## src/rtl/load_buffer.sv

```systemverilog
// In-order load queue between dispatcher and ROB: address capture, store disambiguation/forwarding, memory read, extended writeback.
// Optional MMIO_STRICT_EN: IO-space loads skip forwarding and wait until they are the ROB head.
module load_buffer #(
    parameter int LB_DEPTH   = 8,
    parameter int ROB_WIDTH  = 4,
    parameter int ADDR_WIDTH = 18,
    parameter int DATA_WIDTH = 32
) (
    input  logic                  clk_in,
    input  logic                  rst_in,
    input  logic                  rdy_in,
    input  logic                  rob_rst_in,
    input  logic                  dispatcher_lbuffer_en_in,
    input  logic [ROB_WIDTH-1:0]  dispatcher_lbuffer_h_in,
    input  logic [2:0]            dispatcher_lbuffer_width_in,
    input  logic                  dispatcher_lbuffer_signed_in,
    output logic                  lbuffer_dispatcher_full_out,
    input  logic [ROB_WIDTH-1:0]  addrunit_lbuffer_h_in,
    input  logic [ADDR_WIDTH-1:0] addrunit_lbuffer_address_in,
    output logic [ROB_WIDTH-1:0]  lbuffer_rob_index_out,
    input  logic                  rob_lbuffer_disambiguation_in,
    input  logic                  rob_lbuffer_forwarding_en_in,
    input  logic [DATA_WIDTH-1:0] rob_lbuffer_forwarding_data_in,
    input  logic [ROB_WIDTH-1:0]  rob_lbuffer_head_in,
    output logic                  lbuffer_datactrl_en_out,
    output logic [ADDR_WIDTH-1:0] lbuffer_datactrl_addr_out,
    output logic [2:0]            lbuffer_datactrl_width_out,
    input  logic                  datactrl_lbuffer_en_in,
    input  logic [DATA_WIDTH-1:0] datactrl_lbuffer_data_in,
    output logic [ROB_WIDTH-1:0]  lbuffer_rob_h_out,
    output logic [DATA_WIDTH-1:0] lbuffer_rob_result_out
);

    localparam int PTR_W = (LB_DEPTH > 1) ? $clog2(LB_DEPTH) : 1;
    localparam int CNT_W = PTR_W + 1;
    localparam logic [CNT_W-1:0] DEPTH_C = CNT_W'(LB_DEPTH);
    localparam logic [CNT_W-1:0] FULL_C  = CNT_W'(LB_DEPTH - 1);

    typedef enum logic [1:0] {IDLE, CHECK, MEM, WB} state_t;

    state_t                state_q, state_d;
    logic [PTR_W-1:0]      head_q, head_d, tail_q, tail_d;
    logic [CNT_W-1:0]      count_q, count_d;
    logic                  full_q, full_d;
    logic [LB_DEPTH-1:0]   valid_q, valid_d, signed_q, signed_d, addr_valid_q, addr_valid_d;
    logic [ROB_WIDTH-1:0]  tag_q   [LB_DEPTH];
    logic [ROB_WIDTH-1:0]  tag_d   [LB_DEPTH];
    logic [2:0]            width_q [LB_DEPTH];
    logic [2:0]            width_d [LB_DEPTH];
    logic [ADDR_WIDTH-1:0] addr_q  [LB_DEPTH];
    logic [ADDR_WIDTH-1:0] addr_d  [LB_DEPTH];
    logic [DATA_WIDTH-1:0] data_q, data_d;
    logic                  enq, deq, head_is_io;

    function automatic logic [DATA_WIDTH-1:0] extend(input logic [DATA_WIDTH-1:0] d,
                                                     input logic [2:0] w, input logic s);
        case (w)
            3'b001:  extend = {{(DATA_WIDTH-8){s & d[7]}}, d[7:0]};
            3'b010:  extend = {{(DATA_WIDTH-16){s & d[15]}}, d[15:0]};
            default: extend = d;
        endcase
    endfunction

`ifdef MMIO_STRICT_EN
    assign head_is_io = (addr_q[head_q][ADDR_WIDTH-1 -: 2] == 2'b11);
`else
    logic unused_rob_head;
    assign head_is_io      = 1'b0;
    assign unused_rob_head = ^rob_lbuffer_head_in;
`endif

    always_comb begin
        state_d      = state_q;
        head_d       = head_q;
        tail_d       = tail_q;
        count_d      = count_q;
        full_d       = full_q;
        valid_d      = valid_q;
        signed_d     = signed_q;
        addr_valid_d = addr_valid_q;
        tag_d        = tag_q;
        width_d      = width_q;
        addr_d       = addr_q;
        data_d       = data_q;
        enq          = 1'b0;
        deq          = 1'b0;
        if (rdy_in) begin
            if (rob_rst_in) begin
                valid_d      = '0;
                addr_valid_d = '0;
                head_d       = '0;
                tail_d       = '0;
                count_d      = '0;
                state_d      = IDLE;
            end else begin
                enq = dispatcher_lbuffer_en_in && (count_q < DEPTH_C);
                if (enq) begin
                    valid_d[tail_q]      = 1'b1;
                    addr_valid_d[tail_q] = 1'b0;
                    tag_d[tail_q]        = dispatcher_lbuffer_h_in;
                    width_d[tail_q]      = dispatcher_lbuffer_width_in;
                    signed_d[tail_q]     = dispatcher_lbuffer_signed_in;
                    tail_d               = tail_q + PTR_W'(1);
                end
                // Matches against the post-enqueue view so a same-cycle dispatch catches its address.
                if (addrunit_lbuffer_h_in != '0) begin
                    for (int i = 0; i < LB_DEPTH; i++) begin
                        if (valid_d[i] && (tag_d[i] == addrunit_lbuffer_h_in)) begin
                            addr_valid_d[i] = 1'b1;
                            addr_d[i]       = addrunit_lbuffer_address_in;
                        end
                    end
                end
                case (state_q)
                    IDLE: if (valid_q[head_q] && addr_valid_q[head_q]) state_d = CHECK;
                    CHECK: begin
                        if (head_is_io) begin
                            if (rob_lbuffer_head_in == tag_q[head_q]) state_d = MEM;
                        end else if (rob_lbuffer_disambiguation_in) begin
                            state_d = MEM;
                        end else if (rob_lbuffer_forwarding_en_in) begin
                            data_d  = rob_lbuffer_forwarding_data_in;
                            state_d = WB;
                        end
                    end
                    MEM: if (datactrl_lbuffer_en_in) begin
                        data_d  = datactrl_lbuffer_data_in;
                        state_d = WB;
                    end
                    WB: begin
                        valid_d[head_q]      = 1'b0;
                        addr_valid_d[head_q] = 1'b0;
                        head_d               = head_q + PTR_W'(1);
                        deq                  = 1'b1;
                        state_d              = IDLE;
                    end
                    default: state_d = IDLE;
                endcase
                count_d = count_q + CNT_W'(enq) - CNT_W'(deq);
            end
            full_d = (count_d >= FULL_C);
        end
    end

    always_ff @(posedge clk_in or posedge rst_in) begin
        if (rst_in) begin
            state_q      <= IDLE;
            head_q       <= '0;
            tail_q       <= '0;
            count_q      <= '0;
            full_q       <= 1'b0;
            valid_q      <= '0;
            signed_q     <= '0;
            addr_valid_q <= '0;
            tag_q        <= '{default: '0};
            width_q      <= '{default: '0};
            addr_q       <= '{default: '0};
            data_q       <= '0;
        end else begin
            state_q      <= state_d;
            head_q       <= head_d;
            tail_q       <= tail_d;
            count_q      <= count_d;
            full_q       <= full_d;
            valid_q      <= valid_d;
            signed_q     <= signed_d;
            addr_valid_q <= addr_valid_d;
            tag_q        <= tag_d;
            width_q      <= width_d;
            addr_q       <= addr_d;
            data_q       <= data_d;
        end
    end

    assign lbuffer_dispatcher_full_out = full_q;
    assign lbuffer_rob_index_out       = (state_q == CHECK) ? tag_q[head_q] : '0;
    assign lbuffer_datactrl_en_out     = (state_q == MEM);
    assign lbuffer_datactrl_addr_out   = (state_q == MEM) ? addr_q[head_q] : '0;
    assign lbuffer_datactrl_width_out  = (state_q == MEM) ? width_q[head_q] : '0;
    assign lbuffer_rob_h_out           = (state_q == WB && rdy_in && !rob_rst_in) ? tag_q[head_q] : '0;
    assign lbuffer_rob_result_out      = (state_q == WB) ?
                                         extend(data_q, width_q[head_q], signed_q[head_q]) : '0;

endmodule

```

## config.mk

```make
export PLATFORM = sky130hd
export DESIGN_NAME = load_buffer
export DESIGN_NICKNAME = d
export VERILOG_FILES = /design/src/rtl/load_buffer.sv
export SDC_FILE = /design/constraint.sdc
export NUM_CORES = 1
export LEC_CHECK = 0
export ABC_AREA = 0
export BUFFER_PORTS_ARGS = -buffer_cell sky130_fd_sc_hd__buf_4
export CELL_PAD_IN_SITES_DETAIL_PLACEMENT = 0
export CELL_PAD_IN_SITES_GLOBAL_PLACEMENT = 2
export CORE_ASPECT_RATIO = 0.5
export CORE_MARGIN = 3
export CORE_UTILIZATION = 40
export DETAILED_ROUTE_END_ITERATION = 10
export HOLD_SLACK_MARGIN = 0.06
export PLACE_DENSITY = 0.82
export SLEW_MARGIN = 20
export SYNTH_ARGS = -nofsm -noshare
export SYNTH_HDL_FRONTEND = slang
export SYNTH_SLANG_ARGS = --single-unit
```

## constraint.sdc

```tcl
create_clock -name clk_in -period 9.34 [get_ports clk_in]
set_clock_uncertainty 0.2 [all_clocks]
set_input_delay 0.934 -clock clk_in [delete_from_list [all_inputs] [get_ports clk_in]]
set_output_delay 0.934 -clock clk_in [all_outputs]
set_load 0.005 [all_outputs]
```

==> results.py, run 1 <==
metrics = {
    "die": {
        "num_rows": 47,
        "boundaryPins": 169,
        "fp.dieW_um": 271,
        "die-height_um": 139,
        "core_area_mm2": 0.0339,
        "fp.dieArea_mm2": 0.0376,
        "start_util": 0.416,
    },
    "logic_synthesis": {
        "synth.cell_area_mm2": 0.0141,
        "synth_largest_type_area_fraction": 0.478,
        "postSynth.topFlopCell": "sky130_fd_sc_hd__dfrtp_1",
        "yosys_warnings": 0,
        "synth_largest_area_cell": "sky130_fd_sc_hd__dfrtp_1",
        "top_cells_by_area_synth": "sky130_fd_sc_hd__dfrtp_1 48%, sky130_fd_sc_hd__mux2_2 14%, sky130_fd_sc_hd__mux4_2 8.3%, sky130_fd_sc_hd__mux2i_1 3.3%, sky130_fd_sc_hd__a21oi_1 2.8%",
        "synth_enable_flop_cells": 0,
        "synth-seq-area-share": 0.478,
        "synth_fp_nets": 1278,
        "ys_types": 76,
        "synth.ff_latch_count": 269,
        "cell_with_the_most_instances_after_synthesis": "sky130_fd_sc_hd__dfrtp_1",
        "syn_avg_cell_area_um2": 12.1,
        "postSynthCellCount": 1161,
        "synth_top_cells_by_count": "269 x sky130_fd_sc_hd__dfrtp_1, 179 x sky130_fd_sc_hd__mux2_2, 86 x sky130_fd_sc_hd__nand2_1",
        "async_flop_share": 1.00,
    },
    "grt": {
        "wire_length_of_the_first_global_routing_pass_um": 60100,
        "grt_antenna_before_repair": 0,
        "grt.total_usage": 0.201,
        "largest_net_degree_at_the_start_of_global_routing": 141,
        "number_of_global_route_vias_before_repair": 10400,
        "grt.overflow.total": 0,
    },
    "placed_design": {
        "port_buffers": 164,
        "gpl.final_weighted_congestion": 0.881,
        "place.detailed.hpwl_um": 25200,
    },
    "clock_tree": {
        "cts-buffers-inserted": 26,
        "ctsResizeCount": 0,
        "h_tree_levels": 1,
        "clock_tree.buffer_depth": 3,
        "hold_buffers": 0,
        "cts-root-buf": "sky130_fd_sc_hd__clkbuf_16",
        "worstSkewPairLatency_ns": 0.57,
        "clock_tree_from_tritoncts": "yes",
        "clock_transition_at_the_registers_of_the_reported_paths_ns": 0.07,
        "cts_post_setup_buffers_inserted": 0,
        "cts.sink_count": 269,
    },
    "sta": {
        "hold_violations": 0,
        "setup_viol_count_final": 0,
        "post-route-period-util": 0.504,
        "slew_limit_headroom": 0.325,
        "fin_tns_setup_ns": 0,
        "final_max_slew_viol_count": 0,
        "max_clock_freq_mhz": 212,
        "timing_worst_slew_pin_value_ns": 1.01,
        "grt_setup_unrepaired": "false",
        "timing.final.crit_period_ns": 4.71,
    },
    "drt": {
        "ant_nets": 0,
        "number_of_vias_after_detailed_routing": 9817,
        "drt_pre_antenna_iters": 5,
        "wl_per_cell_um": 21.2,
        "avgViaCountPerCell": 5.48,
        "drt-total-wl_um": 37900,
        "post-route-drc-count": 0,
        "first_iteration_detailed_routing_drc_count": 627,
    },
    "layout": {
        "finish.utilization": 0.491,
        "nets": 1423,
        "regArea_mm2": 0.00674,
        "fill_cell_instance_count_of_the_final_layout": 3040,
        "area_delta_synth_final_pct": 18.2,
        "antenna-diode-count": 0,
        "area_of_combinational_cells_with_multiple_inputs_mm2": 0.00690,
        "post_route_cells_drive_above_1_share": 0.379,
    },
    "setup_path": {
        "startpoint_type": "flop",
        "critPathKind": "flop to primary output",
        "crit_path_cell_trace": "buf_4 -> inv_1 -> mux2_2 -> nand2_1 -> o22ai_1 -> a21boi_1 -> buf_4 -> o21a_1 -> buf_4",
        "crit_family": "buffers and inverters",
        "cp.arrival_ns": 3.58,
        "worst_setup_path_end_kind": "primary output",
        "maximum_single_stage_delay_on_the_critical_path_ns": 0.60,
        "required_ns": 8.21,
        "critPathBufInv": 4,
        "critPathMostFrequentCell": "sky130_fd_sc_hd__buf_4",
        "critical-path-slowest-cell": "sky130_fd_sc_hd__buf_4",
        "path_max_fanout": 45,
    },
    "min_path": {
        "min_path_type": "flop to flop",
    },
    "pwr": {
        "power.density_mw_per_mm2": 239,
        "power.leakage_nw": 7.51,
        "ir_drop_worst_vdd_mv": 0.166,
        "final_total_pwr_mw": 3.97,
    },
    "status": {
        "outcome": "finished, final reports clean",
    },
    "flow_run": {
        "maxCapViolations": 0,
    },
}
layout make-up:
cell class	count	area share
clock buffers	37	0.0452
clock inverters	11	0.00985
inverters	32	0.00767
multi-input cells	793	0.414
flip-flops and latches	269	0.405
well taps	465	0.0350
repair buffers	184	0.0832
where the power goes:
group	internal, mW	switching, mW	total [mW]
Sequential	1.41	0.179	1.59
Combinational	0.592	0.668	1.26
Clock	0.650	0.476	1.13
Total	2.65	1.32	3.97
final timing paths:
check                      depth (start not counted)                    start  slack (ns)                         end
max reg2reg                                        7   count_q[3]$_DFFE_PP0P_        6.02      addr_q[91]$_DFFE_PP0P_
max                                                9    head_q[2]$_DFFE_PP0P_        4.63  lbuffer_rob_result_out[24]
min                                                1  addr_q[135]$_DFFE_PP0P_        0.28     addr_q[135]$_DFFE_PP0P_
min in group asynchronous                          2                   rst_in        0.33      addr_q[31]$_DFFE_PP0P_
max in group asynchronous                          3                   rst_in        7.29       head_q[2]$_DFFE_PP0P_
min reg2reg                                        1  addr_q[135]$_DFFE_PP0P_        0.28     addr_q[135]$_DFFE_PP0P_
cells by family (layout without fill, tap and decap cells):
kind of cell	Yosys count	count (layout)	share of synthesized area
compound gates	210	210	0.0912
xor+xnor	17	17	0.0106
fa+ha+maj	11	11	0.0103
buf+inv	99	264	0.0331
flops	269	269	0.478
mux	307	307	0.288
simple gates	248	248	0.0886
state kept, by name (all words and copies together), names as in the netlist:
signal	cells
addr_q	144
lbuffer_dispatcher_full_out	1
width_q	24
data_q	32
head_q	3
signed_q	8
addr_valid_q	8
tag_q	32
valid_q	8
count_q	4
state_q	2
tail_q	3
through the flow:
step	std cells	hold slack (ns)	setup WS, ns	cell area, µm²
after global placement	1743	0.261	5.15	15700
final	1791	0.282	4.63	16600
after CTS	1791	0.288	4.58	16600
after global routing	1791	0.301	4.41	16600
after floorplan	1161	0.242	0.796	14100
after detailed placement	1743	0.272	5.19	15700
layer usage:
layer | vias to the layer above | wire length, µm | global-route usage
li1 | 4508 | - | -
met1 | 5026 | 16900 | 0.272
met2 | 236 | 18500 | 0.341
met3 | 47 | 1840 | 0.0311
met4 | 0 | 685 | 0.0468
met5 | - | 0 | 0
worst register-to-register path, stage by stage, from the launching register on:
cell and delay, ns:
sky130_fd_sc_hd__dfrtp_1 0.50, sky130_fd_sc_hd__or3b_1 0.68, sky130_fd_sc_hd__nor2_4 0.29, sky130_fd_sc_hd__mux2i_1 0.25, sky130_fd_sc_hd__xnor2_1 0.12, sky130_fd_sc_hd__or4_1 0.53, sky130_fd_sc_hd__buf_4 0.27, sky130_fd_sc_hd__mux2_4 0.36
cells in the final DEF, fill, tap and decap left out, types with 3 or more instances in the layout:
master,count
sky130_fd_sc_hd__a2111oi_0,3
sky130_fd_sc_hd__a211oi_1,5
sky130_fd_sc_hd__a21boi_0,9
sky130_fd_sc_hd__a21o_1,3
sky130_fd_sc_hd__a21oi_1,79
sky130_fd_sc_hd__a31oi_1,4
sky130_fd_sc_hd__and2_1,13
sky130_fd_sc_hd__buf_4,183
sky130_fd_sc_hd__bufinv_16,3
sky130_fd_sc_hd__clkbuf_1,5
sky130_fd_sc_hd__clkbuf_16,26
sky130_fd_sc_hd__clkbuf_8,6
sky130_fd_sc_hd__clkinv_2,4
sky130_fd_sc_hd__dfrtp_1,267
sky130_fd_sc_hd__ha_1,9
sky130_fd_sc_hd__inv_1,30
sky130_fd_sc_hd__mux2_1,9
sky130_fd_sc_hd__mux2_2,179
sky130_fd_sc_hd__mux2_4,20
sky130_fd_sc_hd__mux2i_1,47
sky130_fd_sc_hd__mux4_2,52
sky130_fd_sc_hd__nand2_1,86
sky130_fd_sc_hd__nand2b_1,11
sky130_fd_sc_hd__nand3_1,19
sky130_fd_sc_hd__nand4_1,3
sky130_fd_sc_hd__nor2_1,73
sky130_fd_sc_hd__nor2b_1,10
sky130_fd_sc_hd__nor3_2,3
sky130_fd_sc_hd__nor3b_1,3
sky130_fd_sc_hd__o211ai_1,9
sky130_fd_sc_hd__o21a_1,18
sky130_fd_sc_hd__o21ai_0,44
sky130_fd_sc_hd__o22ai_1,13
sky130_fd_sc_hd__xnor2_1,16
(Power assumes the default switching activity.)
==> inputs of run 2 (changes only) <==
--- a/config.mk
+++ b/config.mk
@@ -11,10 +11,10 @@
 export CELL_PAD_IN_SITES_GLOBAL_PLACEMENT = 2
 export CORE_ASPECT_RATIO = 0.5
 export CORE_MARGIN = 3
-export CORE_UTILIZATION = 40
+export CORE_UTILIZATION = 36
 export DETAILED_ROUTE_END_ITERATION = 10
 export HOLD_SLACK_MARGIN = 0.06
-export PLACE_DENSITY = 0.82
+export PLACE_DENSITY = 0.78
 export SLEW_MARGIN = 20
 export SYNTH_ARGS = -nofsm -noshare
 export SYNTH_HDL_FRONTEND = slang
==> constraint.sdc (replaced) <==
create_clock -name clk_in -period 4.2 [get_ports clk_in]
set_clock_uncertainty 0.2 [all_clocks]
set_input_delay 0.42 -clock clk_in [delete_from_list [all_inputs] [get_ports clk_in]]
set_output_delay 0.42 -clock clk_in [all_outputs]
set_load 0.005 [all_outputs]
==> run 2 against run 1 <==
Net effect: global-route usage fell by 1.4 points; sequential power rose by 120%; cell count rose by 8.8%; non-clock buffer count rose by 98; via count rose by 4.1%; critical path type unchanged; utilization fell by 2.3 points; flip-flop and latch count did not move; sequential share of layout area fell by 2.6 points; clock power rose by 140%; largest cell class unchanged; setup slack got worse by 4.4 ns; largest power group unchanged; wire length rose by 3.0%.
==> results.py, run 2 (synthesized netlist as in run 1, its figures left out) <==
metrics = {
    "drt": {
        "avgViaCountPerCell": 5.24,
        "drt-total-wl_um": 39100,
        "drt_pre_antenna_iters": 7,
        "wl_per_cell_um": 20.1,
        "ant_nets": 0,
        "post-route-drc-count": 0,
        "number_of_vias_after_detailed_routing": 10200,
        "first_iteration_detailed_routing_drc_count": 713,
    },
    "sta": {
        "max_clock_freq_mhz": 255,
        "post-route-period-util": 0.934,
        "timing_worst_slew_pin_value_ns": 0.986,
        "hold_violations": 0,
        "slew_limit_headroom": 0.342,
        "timing.final.crit_period_ns": 3.92,
        "grt_setup_unrepaired": "false",
        "final_max_slew_viol_count": 0,
        "fin_tns_setup_ns": 0,
        "setup_viol_count_final": 0,
    },
    "layout": {
        "nets": 1523,
        "largest-register": "addr_q",
        "layout.cells.most_common": "sky130_fd_sc_hd__dfrtp_1",
        "largestRegisters": "addr_q: 144 flops, data_q: 32 flops, tag_q: 32 flops",
        "largest_register_ffs": 144,
        "mostFrequentLayoutCells": "267 x sky130_fd_sc_hd__dfrtp_1, 187 x sky130_fd_sc_hd__buf_4, 179 x sky130_fd_sc_hd__mux2_2, 92 x sky130_fd_sc_hd__dlygate4sd3_1, 86 x sky130_fd_sc_hd__nand2_1",
        "post_route_cells_drive_above_1_share": 0.361,
        "area_delta_synth_final_pct": 26.4,
    },
    "grt": {
        "grt_antenna_before_repair": 1,
        "grt_busiest_layer": "met2",
        "grtUsageMet3": 0.0302,
        "m1_gr_usage": 0.251,
        "grt.total_usage": 0.186,
        "groute.layer.met2.usage": 0.320,
        "grt.overflow.total": 0,
        "largest_net_degree_at_the_start_of_global_routing": 119,
        "number_of_global_route_vias_before_repair": 10800,
        "wire_length_of_the_first_global_routing_pass_um": 61900,
    },
    "setup_path": {
        "path_max_fanout": 20,
        "rrSetupSlack_ns": 0.91,
        "r2r-start": "count_q[3]$_DFFE_PP0P_",
        "cp.arrival_ns": 3.30,
        "ff2ff_path_depth": 6,
        "required_ns": 3.58,
        "worst_setup_path_end_kind": "primary output",
        "rr_endpoint": "addr_q[22]$_DFFE_PP0P_",
        "critPathKind": "flop to primary output",
        "startpoint_type": "flop",
    },
    "pwr": {
        "power.leakage_nw": 7.99,
        "final_total_pwr_mw": 9.14,
        "power.density_mw_per_mm2": 514,
        "ir_drop_worst_vdd_mv": 0.340,
    },
    "clock_tree": {
        "worstSkewPairLatency_ns": 0.58,
        "clock_tree.buffer_depth": 3,
        "clock_transition_at_the_registers_of_the_reported_paths_ns": 0.06,
        "cts-root-buf": "sky130_fd_sc_hd__clkbuf_16",
        "cts.sink_count": 269,
        "cts-buffers-inserted": 28,
        "h_tree_levels": 1,
        "clock_tree_from_tritoncts": "yes",
    },
    "placed_design": {
        "gpl.final_weighted_congestion": 0.891,
        "port_buffers": 164,
        "place.detailed.hpwl_um": 25800,
    },
    "min_path": {
        "whs_endpoint": "valid_q[4]$_DFFE_PP0P_",
        "min_path_type": "primary input to flop",
        "worstHoldPathCells": 2,
        "hp-start": "rdy_in",
    },
    "die": {
        "die-height_um": 146,
        "boundaryPins": 169,
        "fp.dieW_um": 286,
        "core_area_mm2": 0.0380,
        "start_util": 0.371,
        "num_rows": 50,
        "fp.dieArea_mm2": 0.0417,
    },
    "status": {
        "outcome": "finished, final reports clean",
    },
    "flow_run": {
        "maxCapViolations": 0,
    },
}
## run 2: metrics by stage
stage / utilization / cells / worst slack (ns) / area [µm²] / hold slack (ns)
after floorplan: - / 1161 / 0.0265 / 14100 / 0.242
after global placement: 0.418 / 1804 / 0.871 / 15900 / 0.262
after detailed placement: 0.418 / 1804 / 0.877 / 15900 / 0.275
after CTS: 0.469 / 1948 / 0.259 / 17800 / 0.0802
after global routing: 0.469 / 1948 / 0.0924 / 17800 / 0.0911
final: 0.469 / 1949 / 0.278 / 17800 / 0.0980
## run 2: area by class of cell
class / count / area, µm²
fillers: 3460 / 20200
well taps: 520 / 651
diodes: 1 / 2.50
multi-input cells: 793 / 6900
inverters: 32 / 124
clock inverters: 12 / 166
repair buffers: 282 / 2380
flip-flops and latches: 269 / 6740
clock buffers: 40 / 836
## run 2: how the worst max path moves through the flow
stage / slack [ns] / from / end
after floorplan: 0.03 / rst_in / addr_q[0]$_DFFE_PP0P_
final: 0.28 / head_q[0]$_DFFE_PP0P_ / lbuffer_rob_result_out[29]
after CTS: 0.26 / head_q[0]$_DFFE_PP0P_ / lbuffer_rob_result_out[30]
after detailed placement: 0.88 / head_q[0]$_DFFE_PP0P_ / lbuffer_rob_result_out[30]
after global placement: 0.87 / head_q[0]$_DFFE_PP0P_ / lbuffer_rob_result_out[19]
after global routing: 0.09 / head_q[0]$_DFFE_PP0P_ / lbuffer_rob_result_out[29]
## run 2: power by group
part / internal, mW / leakage, nW / total (mW) / switching [mW]
registers: 3.14 / 3.58 / 3.56 / 0.424
logic: 1.44 / 3.92 / 2.92 / 1.48
clock network: 1.57 / 0.495 / 2.66 / 1.09
total: 6.15 / 7.99 / 9.14 / 2.99
## run 2: metal layers
layer,share of wire,routed length (µm)
met3,0.043,1690
met4,0.017,671
met2,0.49,19000
met1,0.45,17700
met5,0,0
## run 2: critical path, cell delays in order, from the launching register on
cell	delay (ns)
sky130_fd_sc_hd__dfrtp_4	0.71
sky130_fd_sc_hd__mux4_2	0.58
sky130_fd_sc_hd__mux2_2	0.29
sky130_fd_sc_hd__nand2_1	0.24
sky130_fd_sc_hd__o22ai_1	0.13
sky130_fd_sc_hd__a21boi_1	0.22
sky130_fd_sc_hd__buf_4	0.25
sky130_fd_sc_hd__o21a_1	0.18
sky130_fd_sc_hd__buf_4	0.12
## run 2: timing repair
action                    4_1_cts  5_1_grt
hold buffers                   92        0
buffers inserted                0        0
hold endpoints to repair      272        0
gates resized for setup         0        0
